<file path="config.mk">
export PLATFORM = sky130hd
export DESIGN_NAME = sw_array_ctrl
export DESIGN_NICKNAME = d
export VERILOG_FILES = /design/src/rtl/sw_array_ctrl_pkg.sv /design/src/rtl/sw_best_tracker.sv /design/src/rtl/sw_array_ctrl.sv
export SDC_FILE = /design/constraint.sdc
export NUM_CORES = 1
export LEC_CHECK = 0
export CAP_MARGIN = 20
export CORE_MARGIN = 2
export CORE_UTILIZATION = 55
export CTS_BUF_LIST = sky130_fd_sc_hd__clkbuf_2
export DETAILED_ROUTE_END_ITERATION = 7
export GPL_ROUTABILITY_DRIVEN = 1
export PLACE_DENSITY = 0.89
export SYNTH_ARGS = -nofsm -noshare
export SYNTH_HDL_FRONTEND = slang
export SYNTH_SLANG_ARGS = --single-unit
</file>
<file path="constraint.sdc">
create_clock -name clk -period 6.7 [get_ports clk]
set_input_delay 1.34 -clock clk [delete_from_list [all_inputs] [get_ports clk]]
set_output_delay 1.34 -clock clk [all_outputs]
set_load 0.02 [all_outputs]
</file>
<file path="src/rtl/sw_array_ctrl_pkg.sv">
// Shared definitions for the Smith-Waterman PE-chain sequencer.
package sw_array_ctrl_pkg;

    // Sequencer states, one pass of CLR..CAPTURE per query chunk
    typedef enum logic [2:0] {
        StIdle,
        StClr,
        StQload,
        StQlatch,
        StStream,
        StDrain,
        StCapture,
        StFin
    } state_e;

    // Cycles for a PE's max/x/y outputs to follow its last valid beat
    localparam int unsigned PeLatency     = 2;
    // Settle time after the final tail beat before max/x/y are captured
    localparam int unsigned DrainMargin   = PeLatency;
    // Extra DRAIN cycles beyond ref_len + NUM_PE before giving up on the tail
    localparam int unsigned WatchdogSlack = 8;

    // LSB position of PE k's base inside the packed s_par bus
    function automatic int unsigned spar_lsb(input int unsigned k, input int unsigned bp_width);
        return k * bp_width;
    endfunction

endpackage

</file>
<file path="src/rtl/sw_best_tracker.sv">
// Running maximum of chunk tail scores with their coordinates.
module sw_best_tracker
    import sw_array_ctrl_pkg::*;
#(
    parameter int unsigned CALC_WIDTH    = 16,
    parameter int unsigned ADDRESS_WIDTH = 10
) (
    input  logic                     i_clk,
    input  logic                     i_reset,
    input  logic                     i_clear,
    input  logic                     i_update,
    input  logic [CALC_WIDTH-1:0]    i_score,
    input  logic [ADDRESS_WIDTH-1:0] i_x,
    input  logic [ADDRESS_WIDTH-1:0] i_y,
    output logic [CALC_WIDTH-1:0]    o_best_score,
    output logic [ADDRESS_WIDTH-1:0] o_best_x,
    output logic [ADDRESS_WIDTH-1:0] o_best_y
);

    logic [CALC_WIDTH-1:0]    r_best_score;
    logic [ADDRESS_WIDTH-1:0] r_best_x;
    logic [ADDRESS_WIDTH-1:0] r_best_y;
    logic                     w_better;

    // Strict signed compare: on a tie the earlier chunk keeps its coordinates
    assign w_better = $signed(i_score) > $signed(r_best_score);

    // Best registers start at 0, the local-alignment floor
    always_ff @(posedge i_clk) begin
        if (i_reset || i_clear) begin
            r_best_score <= '0;
            r_best_x     <= '0;
            r_best_y     <= '0;
        end else if (i_update && w_better) begin
            r_best_score <= i_score;
            r_best_x     <= i_x;
            r_best_y     <= i_y;
        end
    end

    assign o_best_score = r_best_score;
    assign o_best_x     = r_best_x;
    assign o_best_y     = r_best_y;

endmodule

</file>
<file path="src/rtl/sw_array_ctrl.sv">
// Chunked sequencer for a linear systolic affine Smith-Waterman PE chain.
module sw_array_ctrl
    import sw_array_ctrl_pkg::*;
#(
    parameter int unsigned NUM_PE        = 4,
    parameter int unsigned BP_WIDTH      = 2,
    parameter int unsigned CALC_WIDTH    = 16,
    parameter int unsigned ADDRESS_WIDTH = 10
) (
    input  logic                         clk,
    input  logic                         reset_i,
    input  logic                         start,
    input  logic [ADDRESS_WIDTH-1:0]     query_len,
    input  logic [ADDRESS_WIDTH-1:0]     ref_len,
    output logic [ADDRESS_WIDTH-1:0]     q_addr,
    input  logic [BP_WIDTH-1:0]          q_data,
    output logic [ADDRESS_WIDTH-1:0]     r_addr,
    input  logic [BP_WIDTH-1:0]          r_data,
    output logic                         pe_rst_n,
    output logic [NUM_PE*BP_WIDTH-1:0]   s_par,
    output logic                         s_update,
    output logic [BP_WIDTH-1:0]          t_out,
    output logic                         valid_out,
    output logic [ADDRESS_WIDTH-1:0]     col_out,
    output logic                         bnd_sel,
    output logic [ADDRESS_WIDTH-1:0]     bnd_rd_addr,
    output logic                         bnd_we,
    output logic [ADDRESS_WIDTH-1:0]     bnd_wr_addr,
    input  logic                         tail_valid,
    input  logic [CALC_WIDTH-1:0]        tail_max,
    input  logic [ADDRESS_WIDTH-1:0]     tail_x,
    input  logic [ADDRESS_WIDTH-1:0]     tail_y,
    output logic                         busy,
    output logic                         done,
    output logic                         err,
    output logic [CALC_WIDTH-1:0]        best_score,
    output logic [ADDRESS_WIDTH-1:0]     best_x,
    output logic [ADDRESS_WIDTH-1:0]     best_y
);

    localparam int unsigned SparW = NUM_PE * BP_WIDTH;
    localparam logic [ADDRESS_WIDTH-1:0] NumPeA     = ADDRESS_WIDTH'(NUM_PE);
    localparam logic [ADDRESS_WIDTH-1:0] OneA       = ADDRESS_WIDTH'(1);
    localparam logic [ADDRESS_WIDTH:0]   OneC       = (ADDRESS_WIDTH + 1)'(1);
    localparam logic [ADDRESS_WIDTH:0]   WdExtra    = (ADDRESS_WIDTH + 1)'(NUM_PE + WatchdogSlack);
    localparam logic [ADDRESS_WIDTH-1:0] SettleLast = ADDRESS_WIDTH'(DrainMargin - 1);

    state_e                   r_state;
    state_e                   w_state_d;
    // One bit wider than addresses so the DRAIN watchdog cannot wrap
    logic [ADDRESS_WIDTH:0]   r_cnt;
    logic [ADDRESS_WIDTH-1:0] r_settle;
    logic [ADDRESS_WIDTH-1:0] r_qlen;
    logic [ADDRESS_WIDTH-1:0] r_rlen;
    logic [ADDRESS_WIDTH-1:0] r_chunk_base;
    logic [ADDRESS_WIDTH-1:0] r_bnd_rd;
    logic [ADDRESS_WIDTH-1:0] r_bnd_wr;
    logic [ADDRESS_WIDTH-1:0] r_tcnt;
    logic [SparW-1:0]         r_spar;
    logic [SparW-1:0]         w_spar_shift;
    logic                     r_valid;
    logic                     r_bnd_sel;
    logic                     r_err;
    logic                     r_bad_done;

    logic                     w_bad_len;
    logic                     w_start_ok;
    logic                     w_start_bad;
    logic                     w_issue;
    logic                     w_last_issue;
    logic                     w_tail_done;
    logic                     w_settled;
    logic                     w_wd_expire;
    logic [ADDRESS_WIDTH:0]   w_wd_limit;
    logic [ADDRESS_WIDTH-1:0] w_next_base;

    assign w_bad_len    = (query_len == '0) || (ref_len == '0) || ((query_len % NumPeA) != '0);
    assign w_start_ok   = (r_state == StIdle) && start && !w_bad_len;
    assign w_start_bad  = (r_state == StIdle) && start && w_bad_len;
    assign w_issue      = (r_state == StStream);
    assign w_last_issue = (r_cnt == {1'b0, r_rlen - OneA});
    assign w_tail_done  = (r_tcnt == r_rlen);
    assign w_settled    = w_tail_done && (r_settle == SettleLast);
    assign w_wd_limit   = {1'b0, r_rlen} + WdExtra;
    assign w_wd_expire  = (r_state == StDrain) && !w_tail_done && (r_cnt == w_wd_limit - OneC);
    assign w_next_base  = r_chunk_base + NumPeA;

    // Next state plus the outputs decoded straight from the state
    always_comb begin
        w_state_d = r_state;
        pe_rst_n  = 1'b1;
        s_update  = 1'b0;
        q_addr    = '0;
        r_addr    = '0;
        busy      = (r_state != StIdle);
        done      = r_bad_done;
        unique case (r_state)
            StIdle: begin
                if (w_start_ok) w_state_d = StClr;
            end
            StClr: begin
                pe_rst_n  = 1'b0;
                w_state_d = StQload;
            end
            StQload: begin
                if (r_cnt < {1'b0, NumPeA}) q_addr = r_chunk_base + r_cnt[ADDRESS_WIDTH-1:0];
                // Extra cycle catches the last read returning from the sync RAM
                if (r_cnt == {1'b0, NumPeA}) w_state_d = StQlatch;
            end
            StQlatch: begin
                s_update  = 1'b1;
                w_state_d = StStream;
            end
            StStream: begin
                r_addr = r_cnt[ADDRESS_WIDTH-1:0];
                if (w_last_issue) w_state_d = StDrain;
            end
            StDrain: begin
                if (w_settled) begin
                    w_state_d = StCapture;
                end else if (w_wd_expire) begin
                    w_state_d = StFin;
                end
            end
            StCapture: begin
                w_state_d = (w_next_base < r_qlen) ? StClr : StFin;
            end
            StFin: begin
                done      = 1'b1;
                w_state_d = StIdle;
            end
            default: w_state_d = StIdle;
        endcase
    end

    // Newest query base enters the top slice so base 0 ends in PE0's slice
    always_comb begin
        w_spar_shift = r_spar;
        for (int unsigned k = 0; k + 1 < NUM_PE; k++) begin
            w_spar_shift[spar_lsb(k, BP_WIDTH) +: BP_WIDTH] =
                r_spar[spar_lsb(k + 1, BP_WIDTH) +: BP_WIDTH];
        end
        w_spar_shift[spar_lsb(NUM_PE - 1, BP_WIDTH) +: BP_WIDTH] = q_data;
    end

    // State register and per-state cycle counters
    always_ff @(posedge clk) begin
        if (reset_i) begin
            r_state  <= StIdle;
            r_cnt    <= '0;
            r_settle <= '0;
        end else begin
            r_state  <= w_state_d;
            r_cnt    <= (w_state_d != r_state) ? '0 : r_cnt + OneC;
            r_settle <= ((r_state == StDrain) && w_tail_done) ? r_settle + OneA : '0;
        end
    end

    // Run parameters, query chunk, stream/boundary registers and status pulses
    always_ff @(posedge clk) begin
        if (reset_i) begin
            r_qlen       <= '0;
            r_rlen       <= '0;
            r_chunk_base <= '0;
            r_spar       <= '0;
            r_valid      <= 1'b0;
            r_bnd_sel    <= 1'b0;
            r_bnd_rd     <= '0;
            r_bnd_wr     <= '0;
            r_tcnt       <= '0;
            r_err        <= 1'b0;
            r_bad_done   <= 1'b0;
        end else begin
            if (w_start_ok) begin
                r_qlen       <= query_len;
                r_rlen       <= ref_len;
                r_chunk_base <= '0;
            end else if (r_state == StCapture) begin
                r_chunk_base <= w_next_base;
            end

            if ((r_state == StQload) && (r_cnt != '0)) r_spar <= w_spar_shift;

            // Stream sideband lines up with r_data arriving from the sync RAM
            r_valid   <= w_issue;
            r_bnd_sel <= w_issue && (r_chunk_base != '0);
            if (r_state == StClr) begin
                r_bnd_rd <= '0;
            end else if (w_issue) begin
                r_bnd_rd <= r_cnt[ADDRESS_WIDTH-1:0];
            end

            if (r_state == StClr) begin
                r_bnd_wr <= '0;
                r_tcnt   <= '0;
            end else if (tail_valid) begin
                r_bnd_wr <= r_bnd_wr + OneA;
                r_tcnt   <= r_tcnt + OneA;
            end

            r_err      <= w_start_bad || w_wd_expire;
            r_bad_done <= w_start_bad;
        end
    end

    sw_best_tracker #(
        .CALC_WIDTH    (CALC_WIDTH),
        .ADDRESS_WIDTH (ADDRESS_WIDTH)
    ) u_best (
        .i_clk        (clk),
        .i_reset      (reset_i),
        .i_clear      (w_start_ok || w_start_bad),
        .i_update     (r_state == StCapture),
        .i_score      (tail_max),
        .i_x          (tail_x),
        .i_y          (tail_y),
        .o_best_score (best_score),
        .o_best_x     (best_x),
        .o_best_y     (best_y)
    );

    assign s_par       = r_spar;
    assign valid_out   = r_valid;
    assign t_out       = r_valid ? r_data : '0;
    assign col_out     = r_chunk_base;
    assign bnd_sel     = r_bnd_sel;
    assign bnd_rd_addr = r_bnd_rd;
    assign bnd_we      = tail_valid;
    assign bnd_wr_addr = r_bnd_wr;
    assign err         = r_err;

endmodule

</file>
Word level (Yosys, flattened, before mapping) --
Cells that the tools add are included.
Storage, ports and cells: bits in registers 132, input port bits 64, output and inout bits 104, word-level logic and storage cells 85
Operators by class: $add $sub $neg 9, order comparisons 3, equality and inequality tests 13, muxes and demuxes 14, bitwise operators 1, reduce and logical (&&, ||, !) cells 28
Operators with widths (number):
- $add 10x1->10 const B | 3
- $mux 10 | 3
- $pmux 3 s8 | 1
- $logic_not 10->1 | 2
- $reduce_bool 10->1 | 2
- $mux 3 | 6
- $gt 16x16->1 | 1
- $eq 3x3->1 const B | 4
- $add 10x4->11 const B | 1
- $add 11x1->11 const B | 1
- $eq 11x10->1 | 1
- $eq 11x11->1 | 1
- $eq 11x3->1 const B | 1
- $lt 11x3->1 const B | 1
- $reduce_bool 11->1 | 1
- $sub 11x1->11 const B | 1
- $add 10x10->10 | 1
- $add 10x3->10 const B | 1
- $eq 10x1->1 const B | 1
- $eq 10x10->1 | 1
- $logic_and 1x1->1 | 10
- $lt 10x10->1 | 1
- $sub 10x1->10 const B | 1
- $reduce_or 2->1 | 4
- other kinds (10) | 18

Longest topological paths before layout --
Gate-level depths: netlist of the first run.
depth in word-level cells 9, depth in mapped cells 12

Cells and area by module --
From an unflattened synthesis of the first run, not the netlist that was laid out.
Second synthesis, totals: cells, all modules 849, area total of the unflattened synthesis 7139.3 um^2
Modules (own cells, without submodules):
- sw_array_ctrl | instances 1, cells each 633, area an instance 5248.8 um^2, seq. area each 1881.8 um^2
- sw_best_tracker | instances 1, cells each 216, area an instance 1890.6 um^2, seq. area each 720.7 um^2

Least setup slack after synthesis of the first run --
No wires, ideal clock.
path kind register to output, start point register r_chunk_base[2], in the netlist col_out[2], end point output q_addr[8], data arrival time 2111 ps, required time 5360 ps, slack 3249 ps, cell stages (with the launch flop) 9, cells stage by stage dfxtp_1 -> ha_1 -> fa_1 -> a21o_1 -> a21o_1 -> a21o_1 -> a21oi_1 -> xor2_1 -> nor2_1
On the way: word-level cells in the longest chain between the ends 3
Ends and longest elaborated chain:
- start, declared | RTL line sw_array_ctrl.sv:55 | logic [ADDRESS_WIDTH-1:0] r_chunk_base;
- start signal, assigned | RTL line sw_array_ctrl.sv:179 | r_chunk_base <= w_next_base;
- $add 10x10->10 | RTL line sw_array_ctrl.sv:106 | if (r_cnt < {1'b0, NumPeA}) q_addr = r_chunk_base + r_cnt[ADDRESS_WIDTH-1:0];
- $mux 10 | RTL line sw_array_ctrl.sv:106
- $mux 10 | RTL line sw_array_ctrl.sv:97 | unique case (r_state)
- end, declared | RTL line sw_array_ctrl.sv:15 | output logic [ADDRESS_WIDTH-1:0] q_addr,
No other way between the ends.

Worst setup path after layout of the first run --
start point register r_cnt[3], end point output q_addr[9]
On the way: word-level cells in the longest chain between the ends 3
Ends and longest elaborated chain:
- start, declared | RTL line sw_array_ctrl.sv:51 | logic [ADDRESS_WIDTH:0] r_cnt;
- start signal, assigned | RTL line sw_array_ctrl.sv:154 | r_cnt <= (w_state_d != r_state) ? '0 : r_cnt + OneC;
- $add 10x10->10 / $lt 11x3->1 (equally long branches) | RTL line sw_array_ctrl.sv:106
- $mux 10 (*) | RTL line sw_array_ctrl.sv:106
- $mux 10 (*) | RTL line sw_array_ctrl.sv:97
Mark *: on every way between the ends. The rest lies on a longest branch, timed or not.

==> results of run 1 <==
==> logic make-up (layout without fill, tap and decap cells) <==
kind of cell / count (synthesis) / in the layout / share of synthesized area
other: 1 / 3 / 0.000519
adders and majority gates: 41 / 41 / 0.0721
DFF: 130 / 130 / 0.360
buffers and inverters: 108 / 257 / 0.0769
and+or+nand+nor: 313 / 313 / 0.209
AOI/OAI and AO/OA: 156 / 156 / 0.142
muxes: 30 / 30 / 0.0433
xor gates and xnor gates: 79 / 79 / 0.0958
==> stage by stage <==
step / instances / area [um^2]
after floorplan: 859 / 7230
after global placement: 1144 / 8770
after detailed placement: 1144 / 8770
after CTS: 1176 / 9040
after global routing: 1181 / 9110
final: 1181 / 9110
==> cells in the mapped netlist, types with 7 or more instances <==
cell,count
dfxtp_1,130
nor2_1,122
nand3_1,54
nand2_1,53
inv_1,52
o21ai_0,46
xor2_1,43
ha_1,40
xnor2_1,36
a21boi_0,31
a21oi_1,30
mux2i_1,29
clkbuf_1,27
nor3_1,12
nand4_1,11
nor4_1,11
a21o_1,10
clkbuf_8,10
a21boi_1,8
nand2b_1,7
==> power breakdown <==
part / internal (mW) / switching [mW] / leakage [nW]
logic: 0.103 / 0.0965 / 2.30
registers: 0.787 / 0.0224 / 1.05
clock network: 0.243 / 0.299 / 0.163
total: 1.13 / 0.418 / 3.52
==> layout make-up <==
cell class              count  area share
multi-input cells         621       0.447
flip-flops and latches    130       0.286
repair buffers            173       0.192
well taps                 172      0.0236
inverters                  52      0.0214
clock inverters            15      0.0209
clock buffers              17     0.00934
diodes                      1    0.000275
==> layer usage <==
layer  up-vias  wire (um)  global-route usage
met2       228       8770               0.440
met1      3074       7710               0.309
li1       3195          -                   -
met3        32       1260              0.0748
met4         0        421              0.0952
met5         -          0                   0
==> sequential cells by signal, indices dropped and copies added (netlist names), 3 cells and up <==
register / count
bnd_rd_addr: 10
bnd_wr_addr: 10
col_out: 8
r_cnt: 11
r_qlen: 10
r_rlen: 10
r_settle: 10
r_state: 3
r_tcnt: 10
s_par: 8
u_best.o_best_score: 16
u_best.o_best_x: 10
u_best.o_best_y: 10
==> critical path, delay by kind of cell, from the launching register on <==
kind	cells	cell delay [ns]
flip-flops	1	0.73
AO/OA/AOI/OAI	4	0.85
adder cells (fa/ha/maj)	1	0.35
buffers and inverters	1	0.61
XOR/XNOR	1	0.14
AND/OR/NAND/NOR	2	0.17
==> final timing paths <==
check / cells after the start / from / end / slack [ns]
min reg2reg: 2 / bnd_rd_addr[1] / bnd_rd_addr[1] / 0.46
max reg2reg: 9 / u_best.o_best_score[10] / u_best.o_best_y[0] / 3.66
min: 2 / bnd_rd_addr[1] / bnd_rd_addr[1] / 0.46
max: 9 / r_cnt[3] / q_addr[9] / 1.83
==> impl_results.md, run 1 <==
- Fraction of layout cells with a size suffix above 1: 0.0625
- Drt first pass iters: 5
- Critical path launch point type: register
- Starting DRC count in detailed routing: around 440
- Synth area leaders: dfxtp_1 (36%), ha_1 (6.9%), nor2_1 (6.3%), xor2_1 (5.2%), xnor2_1 (4.4%)
- Post-synth ARST share: 0
- Die area: around 0.014 mm^2
- Yosys Warn Count: 0
- Largest net degree at the start of global routing: 37
- # IOs: approximately 170
- Max rail drop VDD: 144 uV
- Final setup margin: about 1.8 ns
- Post-CTS Setup Bufs: 0
- Footprint of the multi-input gates: just over 0.004 mm^2
- Mean area per synthesized cell: 8.42 um^2
- Fin crit period: 4.87 ns
- Hpwl dp: about 13000 um
- Most area-hungry cell type in the Yosys netlist: dfxtp_1
- Detail Route Antenna Nets: 0
- Leading cell type in the layout, fill and taps excluded: clkdlybuf4s50_1
- RSZ-0062 raised after global routing: false
- Setup TNS: 0 ns
- Final Hold Viols: 0
- Cells along the critical path: ha_1 > a21o_1 > a21oi_1 > nor2b_1 > o21a_1 > o41a_1 > xnor2_1 > nor2_1 > clkdlybuf4s50_1
- First-pass GRT wire length: approximately 30000 um
- Fin Hold WS: between 0.4 and 0.5 ns
- Reg area: 0.00260 mm^2
- Fin. max-slew vios: 0
- Fill count: 1017
- CTS clk-pin slew, worst paths: 0.18 ns
- Vias per cell: about 5.5
- #FFs+latches synth: between 100 and 150
- Slew HR: 0.248
- Post-Place Worst Slack: between 2 and 2.5 ns
- Tcrit/Tclk final: 0.727
- Synth Flop Type: dfxtp_1
- Worst path arrival time: ~3.5 ns
- Crit-path max FO: 13
- Setup violations, final: 0
- Post-synth cell types: 67
- CTS tree: built
- Slowest CP cell: dfxtp_1
- Placer congestion estimate: a little under 1
- Fmax: 205 MHz
- Mapped Cells: between 800 and 900
- DRT Wirelength: 18200 um
- Post-CTS sizing: 0
- Root buffer cell: clkbuf_2
- Die height: around 120 um
- Power per cell area: roughly 170 mW/mm^2
- Status: finished clean
- Core area: 0.0127 mm^2
- Number of flops mapped to enable cells by yosys: 0
- PnR Total Power: approximately 1.6 mW
- PortBufs: between 150 and 200
- Pleak: around 3.5 nW
- # DRC: 0
- NumNets Final: 1100
- Clock Path Buffers: 2
- Rows: 41
- Cts bufs inserted: 17
- Hold Path Class: reg2reg
- CP max stage delay: approximately 0.73 ns
- Max_cap viols: 0
- Cell Area, Synth: 0.00722 mm^2
- Via count: between 6000 and 7000
- Drt wl/cell: approximately 15 um
- CP Data Required Time: ~5.4 ns
- Most frequent cells in the layout: clkdlybuf4s50_1 (165), dfxtp_1 (130), nor2_1 (122), nand3_1 (54), nand2_1 (53)
- Crit path kind: reg2out
- GRT overflow: 0
- GRT Overall Usage: 0.259
- Area grow syn2layout: 26.1%
- Worst Tran Pin Value: 1.13 ns
- H-Tree Level Count: 4
- Horiz. Die Dim: ~120 um
- Share of the synthesized area in the top cell type: 0.360
- Clk sinks: 130
- Initial Util: 0.568
- Initial antenna violation count: 1
- Post-Route Utilization: 0.716
- Clock Latency Late Sink: roughly 0.69 ns
- CTS Hold Bufs: 0
- Worst Skew: 0.0214 ns
- Critical Path End Type: output pin
- Vias in the first global route: ~6300
- Seq/Total Area, Yosys: 0.360
No activity file was read; power rests on OpenSTA's default activity.
==> run 2, diff against run 1 <==
--- a/config.mk
+++ b/config.mk
@@ -7,11 +7,11 @@
 export LEC_CHECK = 0
 export CAP_MARGIN = 20
 export CORE_MARGIN = 2
-export CORE_UTILIZATION = 55
+export CORE_UTILIZATION = 47
 export CTS_BUF_LIST = sky130_fd_sc_hd__clkbuf_2
 export DETAILED_ROUTE_END_ITERATION = 7
 export GPL_ROUTABILITY_DRIVEN = 1
-export PLACE_DENSITY = 0.89
+export PLACE_DENSITY = 0.81
 export SYNTH_ARGS = -nofsm -noshare
 export SYNTH_HDL_FRONTEND = slang
 export SYNTH_SLANG_ARGS = --single-unit
==> constraint.sdc (replaced) <==
create_clock -name clk -period 3.9 [get_ports clk]
set_input_delay 0.78 -clock clk [delete_from_list [all_inputs] [get_ports clk]]
set_output_delay 0.78 -clock clk [all_outputs]
set_load 0.02 [all_outputs]
==> run 2 against run 1 <==
Clock power up 54%. Setup slack lost 1.6 ns. Wire length decreased by 4.0%. Count of clock-buffer cells in the layout up 3. Worst hold slack worse by 0.013 ns. Total power is 65% higher. Via count down 2.4%. First-iteration DRC count decreased by 42%. Critical endpoint is now q_addr[8].
==> impl_results.md, run 2 (synthesis gave the netlist of run 1 again) <==
- Tcrit/Tclk final: 0.946
- Post-Route Utilization: 0.605
- Fin. max-slew vios: 0
- Post-CTS Setup Bufs: 0
- Drt wl/cell: ~15 um
- Most frequent cells in the layout: clkdlybuf4s50_1 (162), dfxtp_1 (128), nor2_1 (121), nand3_1 (54)
- Comb pwr share: 0.133
- Vias in the first global route: slightly above 6000
- Core area: about 0.015 mm^2
- RR Startpoint: u_best.o_best_score[10]
- Clk pwr share: 0.326
- Max rail drop VDD: between 150 and 200 uV
- Power per cell area: ~280 mW/mm^2
- H-Tree Level Count: 4
- Net Sw Frac: 0.265
- Leading cell type in the layout, fill and taps excluded: clkdlybuf4s50_1
- Design area: between 0.009 and 0.01 mm^2
- DRT Wirelength: between 15000 and 20000 um
- Max_cap viols: 0
- Worst path arrival time: just under 3 ns
- R2r endpoint: u_best.o_best_y[7]
- Reg2reg setup slack: 1.16 ns
- Critical Path End Type: output pin
- Root buffer cell: clkbuf_2
- Worst Tran Pin Value: 1.05 ns
- First-pass GRT wire length: approximately 29000 um
- Clock Latency Late Sink: about 0.67 ns
- GRT overflow: 0
- Rows: between 40 and 50
- Status: finished clean
- Cts bufs inserted: 17
- Placer congestion estimate: a little under 0.9
- Crit-path max FO: 6
- Post-CTS sizing: 4
- Placed cell area: roughly 0.0089 mm^2
- Min-delay src: r_qlen[1]
- PortBufs: 165
- Initial Util: 0.479
- CP Data Required Time: about 3.1 ns
- Critical path launch point type: register
- Post-Place Worst Slack: 0.360 ns
- Sequential power share: 0.541
- Hpwl dp: between 10000 and 15000 um
- Die area: between 0.015 and 0.02 mm^2
- Internal power: between 1.5 and 2 mW
- Crit path kind: reg2out
- Sw Pwr: ~680 uW
- Max reg flops: 16
- Clock Path Buffers: 2
- Fin Hold WS: between 0.4 and 0.5 ns
- PnR Total Power: ~2.6 mW
- # IOs: around 170
- GRT Overall Usage: 0.216
- Fraction of layout cells with a size suffix above 1: 0.0711
- Hold Path Class: reg2reg
- CTS Hold Bufs: 0
- Detail Route Antenna Nets: 0
- Largest net degree at the start of global routing: 37
- Hold-critical path endpoint: r_qlen[1]
- Clk sinks: 130
- Fill count: roughly 1300
- Antenna Cells: 0
- Setup TNS: 0 ns
- Starting DRC count in detailed routing: around 260
- Die height: 128 um
- Final setup margin: 0.212 ns
- CTS tree: built
- NumNets Final: 1105
- Post-Layout Cell Count: 1201
- Initial antenna violation count: 0
- # DRC: 0
- Area grow syn2layout: 26.5%
- Worst Reg-to-Reg Cells: 9
- Via count: ~6400
- Slew HR: 0.295
- Fin crit period: roughly 3.7 ns
- Pleak: roughly 3.5 nW
- Horiz. Die Dim: around 130 um
- CTS clk-pin slew, worst paths: between 0.15 and 0.2 ns
- Worst Skew: between 0.02 and 0.03 ns
- Drt first pass iters: 4
- Setup violations, final: 0
- DP Cell Count: around 1200
- Final Hold Viols: 0
- RSZ-0062 raised after global routing: false
- Vias per cell: around 5.3
- Fmax: 271 MHz
- WHS Path Cells: 2
==> run 2: layout make-up <==
class	instances	area (um^2)	area share
Clock buffer	20	100	0.0110
Clock inverter	12	139	0.0152
Inverter	52	195	0.0214
Multi-Input combinational cell	621	4080	0.447
Sequential cell	130	2610	0.285
Tap cell	188	235	0.0257
Timing Repair Buffer	178	1780	0.194
==> run 2: how the worst max path moves through the flow <==
stage / from / end / slack [ns]
after detailed placement: tail_max[10] / u_best.o_best_y[7] / 0.36
after global placement: tail_max[11] / u_best.o_best_x[8] / 0.48
after global routing: col_out[2] / q_addr[8] / 0.01
after floorplan: col_out[2] / q_addr[8] / 1.01
final: col_out[2] / q_addr[8] / 0.21
after CTS: col_out[2] / q_addr[8] / 0.01
==> run 2: power by group through the flow <==
stage / clock network (mW) / logic, mW / registers (mW)
2_1_floorplan: 0 / 0.222 / 1.40
3_3_place_gp: 0 / 0.335 / 1.41
3_5_place_dp: 0 / 0.340 / 1.42
4_1_cts: 0.871 / 0.342 / 1.39
5_1_grt: 0.930 / 0.374 / 1.39
6_report: 0.837 / 0.341 / 1.39
==> run 2: routing by layer <==
layer  track usage  vias up  routed length [um]
li1              -     3208                   -
met1         0.260     2955                7530
met2         0.358      187                8230
met3        0.0768       23                1420
met4        0.0737        0                 258
met5             0        -                   0
==> run 2: critical path, cell delays in order (launching register included) <==
cell and delay (ns):
dfxtp_4 0.41, ha_1 0.23, fa_2 0.36, a21o_1 0.21
a21o_1 0.20, a21o_1 0.19, a21oi_2 0.14, xor2_1 0.16
nor2_1 0.05, clkdlybuf4s15_1 0.28
